## src/rtl/vga_console_pkg.sv

```systemverilog
// rtl/vga_console_pkg.sv - shared encodings and constants for the VGA text-console sequencer
package vga_console_pkg;

    typedef enum logic [1:0] {
        OP_PUTC      = 2'd0,
        OP_CLEAR     = 2'd1,
        OP_SETPOS    = 2'd2,
        OP_CURSOR_EN = 2'd3
    } op_e;

    typedef enum logic [2:0] {
        ST_IDLE,
        ST_PUT_WR,
        ST_SCR_RD,
        ST_SCR_WR,
        ST_CLR_WR,
        ST_CUR_EN,
        ST_CUR_ROW,
        ST_CUR_COL
    } state_e;

    localparam logic [7:0] ASCII_SPACE = 8'h20;
    localparam logic [7:0] ASCII_LF    = 8'h0A;
    localparam logic [7:0] ASCII_CR    = 8'h0D;
    localparam logic [7:0] ASCII_BS    = 8'h08;
    localparam logic [7:0] ASCII_TILDE = 8'h7E;

    localparam logic [31:0] CUR_EN_OFS  = 32'h0;
    localparam logic [31:0] CUR_ROW_OFS = 32'h4;
    localparam logic [31:0] CUR_COL_OFS = 32'h8;

    function automatic logic is_printable(input logic [7:0] c);
        return (c >= ASCII_SPACE) && (c <= ASCII_TILDE);
    endfunction

endpackage

```

## src/rtl/vga_bus_master.sv

```systemverilog
// rtl/vga_bus_master.sv - single-word request/ack engine driving the VGA device bus
module vga_bus_master (
    input  logic        clk_i,
    input  logic        reset_i,
    input  logic        start_i,
    input  logic        we_i,
    input  logic [31:0] addr_i,
    input  logic [31:0] wdata_i,
    output logic        done_o,
    output logic [31:0] rdata_o,
    output logic        cs_o,
    output logic        we_o,
    output logic [31:0] addr_o,
    output logic [31:0] data_o,
    input  logic [31:0] data_i,
    input  logic        ack_i
);

    // Request fields are latched on start and held until ack; ack with cs low is ignored.
    always_ff @(posedge clk_i) begin
        if (reset_i) begin
            cs_o    <= 1'b0;
            we_o    <= 1'b0;
            addr_o  <= '0;
            data_o  <= '0;
            done_o  <= 1'b0;
            rdata_o <= '0;
        end else begin
            done_o <= 1'b0;
            if (cs_o) begin
                if (ack_i) begin
                    cs_o   <= 1'b0;
                    we_o   <= 1'b0;
                    done_o <= 1'b1;
                    if (!we_o) begin
                        rdata_o <= data_i;
                    end
                end
            end else if (start_i) begin
                cs_o   <= 1'b1;
                we_o   <= we_i;
                addr_o <= addr_i;
                data_o <= wdata_i;
            end
        end
    end

endmodule

```

## src/rtl/vga_console_ctrl.sv

```systemverilog
// rtl/vga_console_ctrl.sv - console command sequencer: cursor tracking, scroll, clear, cursor regs
module vga_console_ctrl
    import vga_console_pkg::*;
#(
    parameter int          COLS        = 80,
    parameter int          ROWS        = 30,
    parameter logic [31:0] CURSOR_BASE = 32'h0000_2000
) (
    input  logic        clk_i,
    input  logic        reset_i,
    input  logic        cmd_valid_i,
    output logic        cmd_ready_o,
    input  logic [1:0]  cmd_op_i,
    input  logic [15:0] cmd_data_i,
    output logic        busy_o,
    output logic        cs_o,
    output logic        we_o,
    output logic [31:0] addr_o,
    output logic [31:0] data_o,
    input  logic [31:0] data_i,
    input  logic        ack_i,
    output logic [7:0]  cur_row_o,
    output logic [7:0]  cur_col_o
);

    localparam logic [12:0] COLS13        = 13'(COLS);
    localparam logic [12:0] CELLS_LAST    = 13'(COLS * ROWS - 1);
    localparam logic [12:0] LAST_ROW_BASE = 13'((ROWS - 1) * COLS);
    localparam logic [7:0]  COL_MAX       = 8'(COLS - 1);
    localparam logic [7:0]  ROW_MAX       = 8'(ROWS - 1);

    state_e      state_q, state_d;
    logic [7:0]  row_q, row_d;
    logic [7:0]  col_q, col_d;
    logic [12:0] idx_q, idx_d;
    logic [7:0]  ch_q, ch_d;
    logic        en_q, en_d;
    logic        advance_q, advance_d;
    logic        clear_scr_q, clear_scr_d;
    logic        issued_q, issued_d;

    logic        bm_start;
    logic        bm_we;
    logic [31:0] bm_addr;
    logic [31:0] bm_wdata;
    logic        bm_done;
    logic [31:0] bm_rdata;
    logic [12:0] cell_addr;
    logic        unused_rdata_hi;

    assign cell_addr       = 13'(row_q) * COLS13 + 13'(col_q);
    assign cmd_ready_o     = (state_q == ST_IDLE) && !reset_i;
    assign busy_o          = (state_q != ST_IDLE);
    assign cur_row_o       = row_q;
    assign cur_col_o       = col_q;
    assign unused_rdata_hi = ^bm_rdata[31:8];

    vga_bus_master u_bus (
        .clk_i   (clk_i),
        .reset_i (reset_i),
        .start_i (bm_start),
        .we_i    (bm_we),
        .addr_i  (bm_addr),
        .wdata_i (bm_wdata),
        .done_o  (bm_done),
        .rdata_o (bm_rdata),
        .cs_o    (cs_o),
        .we_o    (we_o),
        .addr_o  (addr_o),
        .data_o  (data_o),
        .data_i  (data_i),
        .ack_i   (ack_i)
    );

    always_ff @(posedge clk_i) begin
        if (reset_i) begin
            state_q     <= ST_IDLE;
            row_q       <= '0;
            col_q       <= '0;
            idx_q       <= '0;
            ch_q        <= '0;
            en_q        <= 1'b0;
            advance_q   <= 1'b0;
            clear_scr_q <= 1'b0;
            issued_q    <= 1'b0;
        end else begin
            state_q     <= state_d;
            row_q       <= row_d;
            col_q       <= col_d;
            idx_q       <= idx_d;
            ch_q        <= ch_d;
            en_q        <= en_d;
            advance_q   <= advance_d;
            clear_scr_q <= clear_scr_d;
            issued_q    <= issued_d;
        end
    end

    always_comb begin
        state_d     = state_q;
        row_d       = row_q;
        col_d       = col_q;
        idx_d       = idx_q;
        ch_d        = ch_q;
        en_d        = en_q;
        advance_d   = advance_q;
        clear_scr_d = clear_scr_q;
        issued_d    = issued_q;
        bm_start    = 1'b0;
        bm_we       = 1'b1;
        bm_addr     = '0;
        bm_wdata    = '0;

        case (state_q)
            ST_PUT_WR: begin
                bm_addr  = {19'b0, cell_addr};
                bm_wdata = {24'b0, ch_q};
            end
            ST_SCR_RD: begin
                bm_we   = 1'b0;
                bm_addr = {19'b0, idx_q};
            end
            ST_SCR_WR: begin
                bm_addr  = {19'b0, idx_q - COLS13};
                bm_wdata = {24'b0, bm_rdata[7:0]};
            end
            ST_CLR_WR: begin
                bm_addr  = {19'b0, idx_q};
                bm_wdata = {24'b0, ASCII_SPACE};
            end
            ST_CUR_EN: begin
                bm_addr  = CURSOR_BASE + CUR_EN_OFS;
                bm_wdata = {31'b0, en_q};
            end
            ST_CUR_ROW: begin
                bm_addr  = CURSOR_BASE + CUR_ROW_OFS;
                bm_wdata = {24'b0, row_q};
            end
            ST_CUR_COL: begin
                bm_addr  = CURSOR_BASE + CUR_COL_OFS;
                bm_wdata = {24'b0, col_q};
            end
            default: ;
        endcase

        // One bus request per state visit (or per cell index in the loop states).
        if (state_q != ST_IDLE && !issued_q) begin
            bm_start = 1'b1;
            issued_d = 1'b1;
        end
        if (bm_done) begin
            issued_d = 1'b0;
        end

        case (state_q)
            ST_IDLE: begin
                if (cmd_valid_i && cmd_ready_o) begin
                    case (op_e'(cmd_op_i))
                        OP_PUTC: begin
                            ch_d      = cmd_data_i[7:0];
                            advance_d = 1'b1;
                            state_d   = ST_CUR_ROW;
                            if (is_printable(cmd_data_i[7:0])) begin
                                state_d = ST_PUT_WR;
                            end else if (cmd_data_i[7:0] == ASCII_LF) begin
                                col_d = '0;
                                if (row_q == ROW_MAX) begin
                                    idx_d       = COLS13;
                                    clear_scr_d = 1'b0;
                                    state_d     = ST_SCR_RD;
                                end else begin
                                    row_d = row_q + 8'd1;
                                end
                            end else if (cmd_data_i[7:0] == ASCII_CR) begin
                                col_d = '0;
                            end else if (cmd_data_i[7:0] == ASCII_BS && col_q != 8'd0) begin
                                col_d     = col_q - 8'd1;
                                ch_d      = ASCII_SPACE;
                                advance_d = 1'b0;
                                state_d   = ST_PUT_WR;
                            end
                        end
                        OP_CLEAR: begin
                            idx_d       = '0;
                            clear_scr_d = 1'b1;
                            state_d     = ST_CLR_WR;
                        end
                        OP_SETPOS: begin
                            row_d   = (cmd_data_i[15:8] > ROW_MAX) ? ROW_MAX : cmd_data_i[15:8];
                            col_d   = (cmd_data_i[7:0] > COL_MAX) ? COL_MAX : cmd_data_i[7:0];
                            state_d = ST_CUR_ROW;
                        end
                        default: begin
                            en_d    = cmd_data_i[0];
                            state_d = ST_CUR_EN;
                        end
                    endcase
                end
            end
            ST_PUT_WR: begin
                if (bm_done) begin
                    state_d = ST_CUR_ROW;
                    if (advance_q) begin
                        if (col_q == COL_MAX) begin
                            col_d = '0;
                            if (row_q == ROW_MAX) begin
                                idx_d       = COLS13;
                                clear_scr_d = 1'b0;
                                state_d     = ST_SCR_RD;
                            end else begin
                                row_d = row_q + 8'd1;
                            end
                        end else begin
                            col_d = col_q + 8'd1;
                        end
                    end
                end
            end
            ST_SCR_RD: begin
                if (bm_done) begin
                    state_d = ST_SCR_WR;
                end
            end
            ST_SCR_WR: begin
                if (bm_done) begin
                    if (idx_q == CELLS_LAST) begin
                        idx_d   = LAST_ROW_BASE;
                        state_d = ST_CLR_WR;
                    end else begin
                        idx_d   = idx_q + 13'd1;
                        state_d = ST_SCR_RD;
                    end
                end
            end
            ST_CLR_WR: begin
                if (bm_done) begin
                    if (idx_q == CELLS_LAST) begin
                        state_d = ST_CUR_ROW;
                        if (clear_scr_q) begin
                            row_d = '0;
                            col_d = '0;
                        end else begin
                            row_d = ROW_MAX;
                        end
                    end else begin
                        idx_d = idx_q + 13'd1;
                    end
                end
            end
            ST_CUR_EN: begin
                if (bm_done) begin
                    state_d = ST_IDLE;
                end
            end
            ST_CUR_ROW: begin
                if (bm_done) begin
                    state_d = ST_CUR_COL;
                end
            end
            ST_CUR_COL: begin
                if (bm_done) begin
                    state_d = ST_IDLE;
                end
            end
            default: state_d = ST_IDLE;
        endcase
    end

endmodule

```

## config.mk

```make
export PLATFORM = sky130hd
export DESIGN_NAME = vga_console_ctrl
export DESIGN_NICKNAME = d
export VERILOG_FILES = /design/src/rtl/vga_console_pkg.sv /design/src/rtl/vga_bus_master.sv /design/src/rtl/vga_console_ctrl.sv
export SDC_FILE = /design/constraint.sdc
export NUM_CORES = 1
export LEC_CHECK = 0
export BUFFER_PORTS_ARGS = -buffer_cell sky130_fd_sc_hd__buf_4
export CELL_PAD_IN_SITES_DETAIL_PLACEMENT = 2
export CELL_PAD_IN_SITES_GLOBAL_PLACEMENT = 2
export CORE_ASPECT_RATIO = 0.7
export CORE_MARGIN = 2
export CORE_UTILIZATION = 34
export CTS_BUF_LIST = sky130_fd_sc_hd__clkbuf_8
export CTS_CLUSTER_DIAMETER = 40
export DETAILED_ROUTE_END_ITERATION = 8
export PLACE_DENSITY_LB_ADDON = 0.1
export SLEW_MARGIN = 20
export SYNTH_ARGS = -nofsm -noshare
export SYNTH_HDL_FRONTEND = slang
export SYNTH_SLANG_ARGS = --single-unit
```

## constraint.sdc

```tcl
create_clock -name clk_i -period 4.89 [get_ports clk_i]
set_input_delay 0.2445 -clock clk_i [delete_from_list [all_inputs] [get_ports clk_i]]
set_output_delay 0.2445 -clock clk_i [all_outputs]
set_load 0.01 [all_outputs]
```

### Word level (Yosys, flattened, before mapping)

Cells that the tools add are included.

| storage, ports and cells | value |
|---|---|
| register bits | 119 |
| bits of input ports | 54 |
| output and inout bits | 84 |
| word-level logic and storage cells | 178 |

| cells by class | value |
|---|---|
| add/subtract/negate cells | 6 |
| multiply operators | 1 |
| magnitude comparators | 4 |
| equal/unequal tests | 33 |
| multiplexer cells | 86 |
| bitwise operators | 3 |
| reduce and logical (&&, ||, !) cells | 30 |

Operators with widths:

| kind | count |
|---|---|
| 8-bit 2-to-1 mux | 26 |
| 13-bit 2-to-1 mux | 11 |
| 14-bit case mux with 6 select lines | 1 |
| 13-bit case mux with 4 select lines | 1 |
| 3-bit 2-to-1 mux | 16 |
| 8-bit case mux with 3 select lines | 2 |
| 8-bit case mux with 6 select lines | 1 |
| 8-bit case mux with 2 select lines | 2 |
| 13-bit case mux with 2 select lines | 1 |
| 8-bit by 4-bit equality test with 1-bit output, second input constant | 3 |
| 3-bit case mux with 7 select lines | 1 |
| 1-bit 2-to-1 mux | 20 |
| 10-bit AND reduction | 2 |
| 8-bit by 1-bit adder with 8-bit output, second input constant | 2 |
| 8-bit AND reduction | 2 |
| 2-bit by 1-bit inequality test with 1-bit output, second input constant | 7 |
| 13-bit by 1-bit adder with 13-bit output, second input constant | 1 |
| 13-bit by 8-bit adder with 13-bit output | 1 |
| 13-bit by 12-bit equality test with 1-bit output, second input constant | 1 |
| 13-bit by 7-bit subtractor with 13-bit output, second input constant | 1 |
| 3-bit equality test, second input constant | 4 |
| 2-bit inequality test, second input constant | 6 |
| 11-bit AND reduction | 1 |
| 8-bit by 3-bit multiplier with 9-bit output, second input constant | 1 |
| 30 further kinds | 49 |

### Longest topological paths before layout

| depth | value |
|---|---|
| depth in word-level cells | 9 |
| mapped depth | 10 |
| mapped depth without buffers | 9 |

### Cells and area by module

From an unflattened synthesis, not the netlist that was laid out.

| second synthesis, totals | value |
|---|---|
| cell total of the unflattened synthesis | 1039 |
| area, all modules | 7783.7 sq um |

Modules (own cells, without submodules):

| module | times used | cells each | area an instance (sq um) | seq. area each (sq um) |
|---|---|---|---|---|
| vga_console_ctrl | 1 | 609 | 4340.4 | 880.8 |
| vga_bus_master | 1 | 430 | 3443.3 | 1981.9 |

### Worst setup path after synthesis

OpenSTA, ideal clock, no wires.

| timing | value |
|---|---|
| path kind | register to register |
| from | reg row_q[3] (netlist: cur_row_o[3]) |
| to | reg u_bus.addr_o[12] |
| setup time | 0.122 ns |
| arrival | 2.547 ns |
| data required time | 4.768 ns |
| slack | 2.221 ns |
| cell stages (with the launch flop) | 10 |
| path buffers | 0 |
| clock period less this slack | 2.669 ns |
| cells stage by stage | dfxtp_1 -> ha_1 -> ha_1 -> fa_1 -> xnor2_1 -> a2111o_1 -> and4bb_2 -> xnor2_1 -> xnor2_1 -> o21ai_0 |

| on the way | value |
|---|---|
| longest elaborated chain between the ends | 3 |

RTL lines:

| what | RTL line | source |
|---|---|---|
| start: declaration | vga_console_ctrl.sv:33 | `logic [7:0] row_q, row_d;` |
| start signal: assignment | vga_console_ctrl.sv:88 | `row_q <= row_d;` |
| 8-bit by 3-bit multiplier with 9-bit output | vga_console_ctrl.sv:51 | `assign cell_addr = 13'(row_q) * COLS13 + 13'(col_q);` |
| 13-bit by 8-bit adder with 13-bit output | vga_console_ctrl.sv:51 |  |
| 14-bit case mux with 6 select lines | vga_console_ctrl.sv:114 | `case (state_q)` |
| end signal: assignment | vga_bus_master.sv:42 | `addr_o <= addr_i;` |
| end: declaration | vga_bus_master.sv:13 | `output logic [31:0] addr_o,` |

Every way passes these cells.
A chain may end at the register's enable or synchronous reset.

### Worst setup path in the final report

| timing | value |
|---|---|
| from | reg row_q[2] (netlist: cur_row_o[2]) |
| to | reg u_bus.addr_o[12] |

Same word-level chain as after synthesis.

==> flow_metrics.env <==
export IMPL_firstDrtPassIters=4
export IMPL_cpMaxStageDelayCell="dfxtp_1"
export IMPL_gp_congestion=0.868
export IMPL_finalCritPeriodShare=0.632
export IMPL_ys_async_sr_fraction=0
export IMPL_critPathLaunchType="register"
export IMPL_synth_xor_area_frac=0.0313
export IMPL_layout_cells_non_filler=1051
export IMPL_cp_cell_sequence="ha_1 > fa_1 > a211oi_1 > o21bai_1 > and4bb_2 > xnor2_1 > xnor2_1 > o21ai_0"
export IMPL_drc=0
export IMPL_power_internal_uw=1160
export IMPL_top_level_ports=138
export IMPL_drt_vias_per_instance=5.76
export IMPL_final_design_area_no_fill_mm2=0.00658
export IMPL_crit_family="adder cells"
export IMPL_status="finished, final reports clean"
export IMPL_synth_top_flop_cell="dfxtp_1"
export IMPL_grt_pass1_vias=6238
export IMPL_critPathBufInv=0
export IMPL_port_buffers=71
export IMPL_cts_tree="done"
export IMPL_fin_ws_ns=1.80
export IMPL_drt_iter0_drc=428
export IMPL_finalNetCount=898
export IMPL_grt_pass1_wl_um=36600
export IMPL_ys_warn_count=0
export IMPL_ctsHoldBuffers=0
export IMPL_post_cts_resized=0
export IMPL_dieHeight_um=114
export IMPL_skew_ns=0.0111
export IMPL_switching_share=0.398
export IMPL_dp_hpwl_um=17600
export IMPL_placed_cell_area_mm2=0.00637
export IMPL_design_power_total_uw=1920
export IMPL_synth_cell_types=80
export IMPL_cts_root_buf="clkbuf_8"
export IMPL_grt_max_degree=73
export IMPL_synth_adder_area_share=0.0642
export IMPL_start_util=0.345
export IMPL_setup_viol=0
export IMPL_cp_required_ns=5.15
export IMPL_drive_above_1_share=0.154
export IMPL_wl_um=23400
export IMPL_rsz0062_at_grt="false"
export IMPL_antenna_found_initial=1
export IMPL_ant_nets=0
export IMPL_cpPeakStageDelay_ns=0.67
export IMPL_ir_drop_v=0.000130
export IMPL_netlist_instances=774
export IMPL_fp_dieW_um=161
export IMPL_leakage_uw=0.00252
export IMPL_cpMostUsedCell="xnor2_1"
export IMPL_hold_viol_final=0
export IMPL_grt_ovfl_total=0
export IMPL_slew_violations=0
export IMPL_arrival_ns=3.35
export IMPL_tightest_slew_ns=1.01
export IMPL_core_mm2=0.0171
export IMPL_cap_violations=0
export IMPL_maxSlewHeadroom=0.325
export IMPL_synthSimpleGateAreaFrac=0.249
export IMPL_multi_input_area_mm2=0.00389
export IMPL_die_area_mm2=0.0184
export IMPL_rows=40
export IMPL_synth_seq_cells=77
export IMPL_critPathMaxFanout=9
export IMPL_seq_area_mm2=0.00154
export IMPL_end_kind="register"
export IMPL_fillers=2009
export IMPL_syn2layout_area_growth_pct=11.9
export IMPL_min_path_type="in2reg"
export IMPL_synth_cell_area_mm2=0.00588
export IMPL_cts_max_path_buffers=2
export IMPL_clk_pin_slew_worst_paths_ns=0.09
export IMPL_grt_usage=0.256
export IMPL_p_switching_uw=765
export IMPL_synth_top_family_by_area="compound AO/OA/AOI/OAI gates"
export IMPL_diodes=0
export IMPL_dp_cells=1034
export IMPL_ys_seq_area_frac=0.262
export IMPL_synthMuxAreaShare=0.0240
export IMPL_path_class="reg2reg"
export IMPL_fmax_mhz=324
export IMPL_cts_sinks=77
export IMPL_clk_insertion_delay_late_ns=0.38
export IMPL_cts_buffers=9
export IMPL_detail_route_wl_per_cell_um=22.2
export IMPL_h_tree_depth=3
export IMPL_p_per_area_mw_per_mm2=292
export IMPL_fin_setup_tns_ns=0
export IMPL_num_vias=6054
export IMPL_postCtsSetupBuffers=0
export IMPL_fin_crit_ns=3.09
export IMPL_synth_edf_count=0
export IMPL_seqPwrFrac=0.396
export IMPL_combPwrFrac=0.333
export IMPL_dp_slack_ns=1.82
export IMPL_synth_compound_area_frac=0.265
export IMPL_clkPwrFrac=0.272
export IMPL_syn_avg_cell_area_um2=7.60
worst paths after layout:
check | end | start | slack, ns | cells past startpoint
max | u_bus.addr_o[12]$_SDFFE_PP0P_ | cur_row_o[2]$_SDFFE_PP0P_ | 1.80 | 8
min | u_bus.rdata_o[5]$_SDFFE_PP0P_ | data_i[5] | 0.11 | 3
max reg2reg | u_bus.addr_o[12]$_SDFFE_PP0P_ | cur_row_o[2]$_SDFFE_PP0P_ | 1.80 | 8
min reg2reg | u_bus.rdata_o[1]$_SDFFE_PP0P_ | u_bus.rdata_o[1]$_SDFFE_PP0P_ | 0.47 | 2
power by group through the flow:
stage          combinational [uW]  sequential, uW  clock [uW]
6_report                      640             762         523
5_1_grt                       701             772         561
4_1_cts                       636             762         538
3_5_place_dp                  632             776           0
3_3_place_gp                  606             771           0
2_1_floorplan                 415             754           0
worst register-to-register path, cell delays in order, from the launching register on:
cell	delay, ns
dfxtp_1	0.67
ha_1	0.37
fa_1	0.51
a211oi_1	0.47
o21bai_1	0.21
and4bb_2	0.28
xnor2_1	0.21
xnor2_1	0.15
o21ai_0	0.10
placed cells by master (no fill, tap or decap), types with 7 or more instances in the layout:
master and instances:
nand2b_1 9, mux2_2 7, o211ai_1 12, ha_1 27, nand2_1 84, conb_1 42, nor4_1 7, o221ai_1 7
clkbuf_8 9, o21ai_0 64, nor2_1 75, xor2_1 9, a211oi_1 8, nor2b_1 7, or3_1 9, buf_4 79
a221oi_1 10, a21oi_1 55, nor3_1 28, nand3_1 25, nor3b_1 7, xnor2_1 12, dfxtp_1 77, inv_1 17
state kept, by name, indices dropped and copies added (netlist names):
signal,cells
idx_q,13
clear_scr_q,1
state_q,3
cur_row_o,8
u_bus.rdata_o,8
cur_col_o,8
u_bus.cs_o,1
u_bus.we_o,1
ch_q,8
en_q,1
issued_q,1
u_bus.done_o,1
u_bus.data_o,8
advance_q,1
u_bus.addr_o,14
cells in the mapped netlist, types with 3 or more instances:
cell	count	area (um^2)
nand2b_1	9	56.3
nor3_1	29	145
o211a_1	6	60.1
a221oi_1	10	87.6
a22oi_1	4	30.0
nor3b_1	7	52.6
nand3_1	25	125
inv_1	17	63.8
or3_1	9	56.3
a21oi_1	55	275
buf_2	13	65.1
a311oi_1	6	52.6
nand4_1	6	37.5
nor4_1	7	43.8
clkbuf_1	26	97.6
o211ai_1	12	90.1
and3_1	6	37.5
buf_4	42	315
mux2_2	7	78.8
xnor2_1	12	105
buf_1	5	18.8
and4_1	3	26.3
a32oi_1	4	35.0
xor2_1	9	78.8
a21o_1	4	30.0
o221ai_1	7	61.3
and3b_1	3	26.3
and2_1	5	31.3
o21ai_0	64	320
buf_6	4	45.0
ha_1	27	338
a32o_1	5	50.1
nand2_1	84	315
a211oi_1	8	60.1
o21ai_1	4	20.0
nor2_1	75	282
mux2i_1	4	40.0
o2111ai_1	4	35.0
o21bai_1	4	30.0
nor2b_1	7	43.8
a31oi_1	5	31.3
dfxtp_1	77	1540
o31ai_1	4	30.0
o21a_1	3	22.5
routing by layer:
layer  global-route usage  wire length, um  vias to the layer above
met5                    0                0                        -
met4               0.0381              124                        0
met3               0.0640             1640                       11
met2                0.411            10500                      189
met1                0.356            11100                     3024
li1                     -                -                     2830
cells by family after synthesis:
logic type / after synthesis
AOI/OAI and AO/OA: 231
xor gates and xnor gates: 21
adders and majority gates: 29
buffers and inverters: 108
DFF: 77
muxes: 12
other: 1
and+or+nand+nor: 295
metrics by stage:
| stage | hold WS, ns | util |
|---|---|---|
| after floorplan | 0.380 | - |
| after global placement | 0.450 | 0.373 |
| after detailed placement | 0.459 | 0.373 |
| after CTS | 0.0896 | 0.385 |
| after global routing | 0.0974 | 0.386 |
| final | 0.113 | 0.386 |
area by class of cell:
cell class / count / share of cell area
Clock inverter: 7 / 0.0116
Sequential cell: 77 / 0.234
Timing Repair Buffer: 79 / 0.0901
Clock buffer: 9 / 0.0188
Inverter: 18 / 0.0103
Tap cell: 231 / 0.0439
Multi-Input combinational cell: 630 / 0.591
Power figures use the tool's default switching activity.
